==> src/rtl/lsu_mem_initiator.sv <==
// lsu_mem_initiator: RV32I load/store initiator toward a level-request memory with ready pulse.
// Aligns store lanes/strobes, extends load data, flags misalignment and memory timeouts.
module lsu_mem_initiator #(
    parameter int ADDR_LSB = 2,
    parameter int TIMEOUT  = 15
) (
    input  logic        clk,
    input  logic        reset,
    input  logic        lsu_valid,
    output logic        lsu_accept,
    input  logic        lsu_we,
    input  logic [2:0]  lsu_funct3,
    input  logic [31:0] lsu_addr,
    input  logic [31:0] lsu_wdata,
    output logic        lsu_done,
    output logic [31:0] lsu_rdata,
    output logic        lsu_err_align,
    output logic        lsu_err_tmo,
    output logic        mem_wren,
    output logic        mem_rden,
    output logic [31:0] mem_addr,
    output logic [3:0]  mem_wstrb,
    output logic [31:0] mem_wdata,
    input  logic [31:0] mem_rdata,
    input  logic        mem_ready
);
    typedef enum logic [1:0] {IDLE, REQ, GAP} state_t;

    state_t      state_q;
    logic [3:0]  cnt_q;
    logic [1:0]  off_q;
    logic [2:0]  f3_q;
    logic        we_q, done_q, err_align_q, err_tmo_q, wren_q, rden_q;
    logic [31:0] rdata_q, addr_q, wdata_q;
    logic [3:0]  strb_q;

    logic        illegal, misalign;
    logic [3:0]  strb_d;
    logic [31:0] wdata_d, ext_d;
    logic [7:0]  byte_d;
    logic [15:0] half_d;

    // Stores only exist as B/H/W; the unsigned encodings are load-only.
    assign illegal  = lsu_funct3[1:0] == 2'b11 || (lsu_funct3[2] && (lsu_funct3[1] || lsu_we));
    assign misalign = (lsu_funct3[1:0] == 2'b01 && lsu_addr[0]) ||
                      (lsu_funct3[1:0] == 2'b10 && lsu_addr[1:0] != 2'b00);
    assign strb_d   = !lsu_we ? 4'b0000 :
                      lsu_funct3[1:0] == 2'b00 ? 4'b0001 << lsu_addr[1:0] :
                      lsu_funct3[1:0] == 2'b01 ? 4'b0011 << lsu_addr[1:0] : 4'b1111;
    assign wdata_d  = lsu_funct3[1:0] == 2'b00 ? {4{lsu_wdata[7:0]}} :
                      lsu_funct3[1:0] == 2'b01 ? {2{lsu_wdata[15:0]}} : lsu_wdata;
    assign byte_d   = mem_rdata[{off_q, 3'b000} +: 8];
    assign half_d   = mem_rdata[{off_q[1], 4'b0000} +: 16];
    assign ext_d    = f3_q[1:0] == 2'b00 ? {{24{~f3_q[2] & byte_d[7]}}, byte_d} :
                      f3_q[1:0] == 2'b01 ? {{16{~f3_q[2] & half_d[15]}}, half_d} : mem_rdata;

    assign lsu_accept    = state_q == IDLE;
    assign lsu_done      = done_q;
    assign lsu_rdata     = rdata_q;
    assign lsu_err_align = err_align_q;
    assign lsu_err_tmo   = err_tmo_q;
    assign mem_wren      = wren_q;
    assign mem_rden      = rden_q;
    assign mem_addr      = addr_q;
    assign mem_wstrb     = strb_q;
    assign mem_wdata     = wdata_q;

    always_ff @(posedge clk) begin
        if (reset) begin
            state_q     <= IDLE;
            cnt_q       <= '0;
            off_q       <= '0;
            f3_q        <= '0;
            we_q        <= 1'b0;
            done_q      <= 1'b0;
            err_align_q <= 1'b0;
            err_tmo_q   <= 1'b0;
            wren_q      <= 1'b0;
            rden_q      <= 1'b0;
            rdata_q     <= '0;
            addr_q      <= '0;
            wdata_q     <= '0;
            strb_q      <= '0;
        end else begin
            done_q      <= 1'b0;
            err_align_q <= 1'b0;
            err_tmo_q   <= 1'b0;
            rdata_q     <= '0;
            case (state_q)
                IDLE: if (lsu_valid) begin
                    if (illegal || misalign) begin
                        done_q      <= 1'b1;
                        err_align_q <= 1'b1;
                    end else begin
                        addr_q  <= {{ADDR_LSB{1'b0}}, lsu_addr[31:ADDR_LSB]};
                        strb_q  <= strb_d;
                        wdata_q <= wdata_d;
                        off_q   <= lsu_addr[1:0];
                        f3_q    <= lsu_funct3;
                        we_q    <= lsu_we;
                        wren_q  <= lsu_we;
                        rden_q  <= ~lsu_we;
                        cnt_q   <= '0;
                        state_q <= REQ;
                    end
                end
                REQ: if (mem_ready) begin
                    wren_q  <= 1'b0;
                    rden_q  <= 1'b0;
                    done_q  <= 1'b1;
                    rdata_q <= we_q ? 32'd0 : ext_d;
                    state_q <= GAP;
                end else if (cnt_q == 4'(TIMEOUT - 1)) begin
                    wren_q    <= 1'b0;
                    rden_q    <= 1'b0;
                    done_q    <= 1'b1;
                    err_tmo_q <= 1'b1;
                    state_q   <= GAP;
                end else begin
                    cnt_q <= cnt_q + 4'd1;
                end
                GAP:     state_q <= IDLE;
                default: state_q <= IDLE;
            endcase
        end
    end
endmodule
==> config.mk <==
export PLATFORM = sky130hd
export DESIGN_NAME = lsu_mem_initiator
export DESIGN_NICKNAME = d
export VERILOG_FILES = /design/src/rtl/lsu_mem_initiator.sv
export SDC_FILE = /design/constraint.sdc
export NUM_CORES = 1
export LEC_CHECK = 0
export BUFFER_PORTS_ARGS = -buffer_cell sky130_fd_sc_hd__buf_2
export CORE_MARGIN = 10
export CORE_UTILIZATION = 47
export DETAILED_ROUTE_END_ITERATION = 6
export PLACE_DENSITY_LB_ADDON = 0.1
export SETUP_SLACK_MARGIN = 0.5
export SLEW_MARGIN = 20
export SYNTH_ARGS = -nofsm -noshare
export SYNTH_HDL_FRONTEND = slang
export SYNTH_SLANG_ARGS = --single-unit
==> constraint.sdc <==
create_clock -name clk -period 2.35 [get_ports clk]
set_input_delay 0.705 -clock clk [delete_from_list [all_inputs] [get_ports clk]]
set_output_delay 0.705 -clock clk [all_outputs]
set_load 0.005 [all_outputs]
==> impl_metrics.yaml <==
run_status:
  status: "completed"
power_and_ir_drop:
  seqPwrFrac_pct: 38.8
  peakVddDrop_mv: 0.453
  internal-power_w: 0.00409
  clkPwrFrac_pct: 51.1
  pwr-share-comb_pct: 10.1
  p_sw_share_pct: 22.5
  p_leak_nw: 3.01
  p_sw_w: 0.00118
  p_per_area_nw_per_um2: 799
die:
  start_util_pct: 48.6
  die_h_um: 121
  die-area_sq_um: 14600
  die_x_um: 121
  fp.coreArea_sq_um: 9860
  ios: 210
  rows: 36
setup_path:
  cp-end-kind: "output pin"
  crit_type: "reg2out"
  critPathLaunchType: "flip-flop"
  crit_chain: "nor2_1 > buf_2"
  crit_fanout: 3
  critPathArrivalTime_ns: 1.04
  critical_path.max_stage_delay_ns: 0.31
  crit_family: "flip-flops"
  crit_buf_inv: 1
  crit_required_ns: 1.64
  slowest_stage: "dfxtp_1"
routing:
  dr.pass1.iters: 4
  drt_iter0_drc: 365
  drt.antenna.violating_nets: 0
  vias: 4671
  viasPerCell: 5.18
  route.detailed.drc: 0
  routed_wl_mm: 15.1
  post_drt_wl_per_cell_um: 16.7
clock_tree:
  clkLatencyLatePin_ns: 0.51
  cts.sinks: 115
  hold_buffers: 0
  clk_pin_slew_worst_paths_ns: 0.06
  cts.htree.levels: 4
  cts_tree: "built"
  cts_root_buf: "clkbuf_8"
  clockBufferDepth: 2
  post-cts-setup-buffers: 0
  cts_inserted_buffers: 17
synthesis:
  synth-edff-count: 0
  yosysWarnings: 0
  avgSynthCellArea_sq_um: 8.57
  synthTopCellsByArea: "dfxtp_1, nand2_1, a21oi_1, mux2i_1, mux4_2"
  synth_ff_type: "dfxtp_1"
  synth_cell_types: 34
  netlist.area_leader.share_pct: 48.0
  async_flop_share_pct: 0
  syn-cell-area_sq_um: 4800
  synthCells: 560
  ys_ff_latch: 115
  seq_area_frac_synth_pct: 48.0
  synth_top_cell_by_area: "dfxtp_1"
placed_design:
  routabilityCongestion: 0.844
  port_buffers: 207
  placed_cell_area_sq_um: 5950
  dp_hpwl_mm: 10.9
grt:
  grt_pass1_vias: 4752
  grt_max_degree: 83
  grt_remaining_overflow: 0
  antenna_found_initial: 2
  gr-usage-all-layers_pct: 19.9
  grt_first_pass_wirelength_mm: 23.7
timing:
  setup_tns_ns: 0
  rsz0062_at_grt: "yes"
  finalHoldViolCount: 0
  setup_viol: 0
  clock.fmax_mhz: 573
  fin_crit_ns: 1.74
  drv_slew: 0
  finClkSkew_ns: 0.00853
  fin_crit_sh_pct: 74.2
finish:
  area_delta_synth_final_pct: 37.6
  nets: 867
  final_cell_mix: "buf_2, nand2_1, dfxtp_1"
  fin_area_sq_um: 6600
  fill_cells: 840
  layout-drive-gt1-share_pct: 35.9
  final_common_cell: "buf_2"
  utilization_pct: 66.9
min_path:
  hold_path_class: "in2reg"
job:
  cap_viol_max_count: 0
==> power groups by stage <==
stage,combinational (W),sequential (W),clock (W)
floorplan,0.000280,0.00209,0
global placement,0.000510,0.00209,0
detailed placement,0.000521,0.00209,0
CTS,0.000525,0.00205,0.00274
global route,0.000592,0.00205,0.00284
finish,0.000531,0.00205,0.00270
==> synthesized netlist by cell type (2+ instances only) <==
cell type	instances
a211oi_1	16
mux2_2	9
mux4_2	8
nand2_1	150
inv_1	4
mux2i_1	25
o21ai_0	19
nand3_1	4
or3b_1	2
buf_2	13
dfxtp_1	115
a311oi_1	10
nor3_1	2
o211ai_1	4
or2_2	2
o32ai_1	2
clkbuf_1	26
nand2b_1	6
buf_4	6
ha_1	6
nor2_1	31
a31oi_1	2
a21oi_1	87
==> worst paths after layout <==
path                                                 from                         end  slack [ns]  cells after the start
worst min-delay path                            mem_ready      lsu_err_tmo$_SDFF_PP0_        0.42                      2
worst max register to register    state_q[1]$_SDFFE_PP0P_  mem_wdata[13]$_SDFFE_PP0P_        0.61                      5
worst max-delay path              state_q[1]$_SDFFE_PP0P_                  lsu_accept        0.61                      2
worst min register to register  mem_addr[27]$_SDFFE_PP0P_   mem_addr[27]$_SDFFE_PP0P_        0.45                      2
==> stage by stage <==
| stage | hold WS, ns | instances | total power (W) | setup WS [ns] |
|---|---|---|---|---|
| finish | 0.417 | 902 | 0.00527 | 0.606 |
| global route | 0.391 | 902 | 0.00549 | 0.497 |
| CTS | 0.391 | 900 | 0.00532 | 0.569 |
| detailed placement | 0.445 | 870 | 0.00261 | 0.162 |
| global placement | 0.439 | 870 | 0.00260 | 0.241 |
| floorplan | 0.433 | 561 | 0.00237 | 0.462 |
==> kinds of logic (layout without fill, tap and decap cells) <==
group	Yosys count	count (layout)	synth area share [%]
other	1	3	0.0782
AND/OR/NAND/NOR	203	203	17.2
flip-flops	115	115	48.0
AO/OA/AOI/OAI	142	142	17.1
multiplexers	42	42	11.1
adder cells (fa/ha/maj)	6	6	1.56
buffers and inverters	51	258	4.96
==> final cells by class <==
| type | count | area [sq um] | area share, % |
|---|---|---|---|
| timing repair buffer | 224 | 1220 | 18.5 |
| clock inverter | 10 | 183 | 2.77 |
| clock buffer | 20 | 435 | 6.60 |
| antenna | 1 | 2.50 | 0.0379 |
| multi-input combinational | 395 | 2280 | 34.5 |
| inverter | 4 | 15.0 | 0.227 |
| tap | 133 | 166 | 2.52 |
| sequential | 115 | 2300 | 34.9 |
==> timing repair <==
action | CTS | global route
setup endpoints to repair | 0 | 1
endpoints found under the hold margin | 0 | 0
resized for setup | 0 | 0
==> metal layers <==
layer / GRT usage, % / up-vias / wire length, um
met1: 22.9 / 2153 / 6050
met4: 6.64 / 2 / 234
met5: 0 / - / 13
li1: - / 2312 / -
met2: 32.3 / 183 / 7320
met3: 8.98 / 21 / 1470
==> sequential cells by signal, indices dropped and copies added, names as in the netlist, 2 cells and up <==
register and count:
mem_addr 30, cnt_q 4, lsu_rdata 32, mem_wdata 32, mem_wstrb 4, state_q 2, f3_q 3, off_q 2
(Power assumes the default switching activity.)
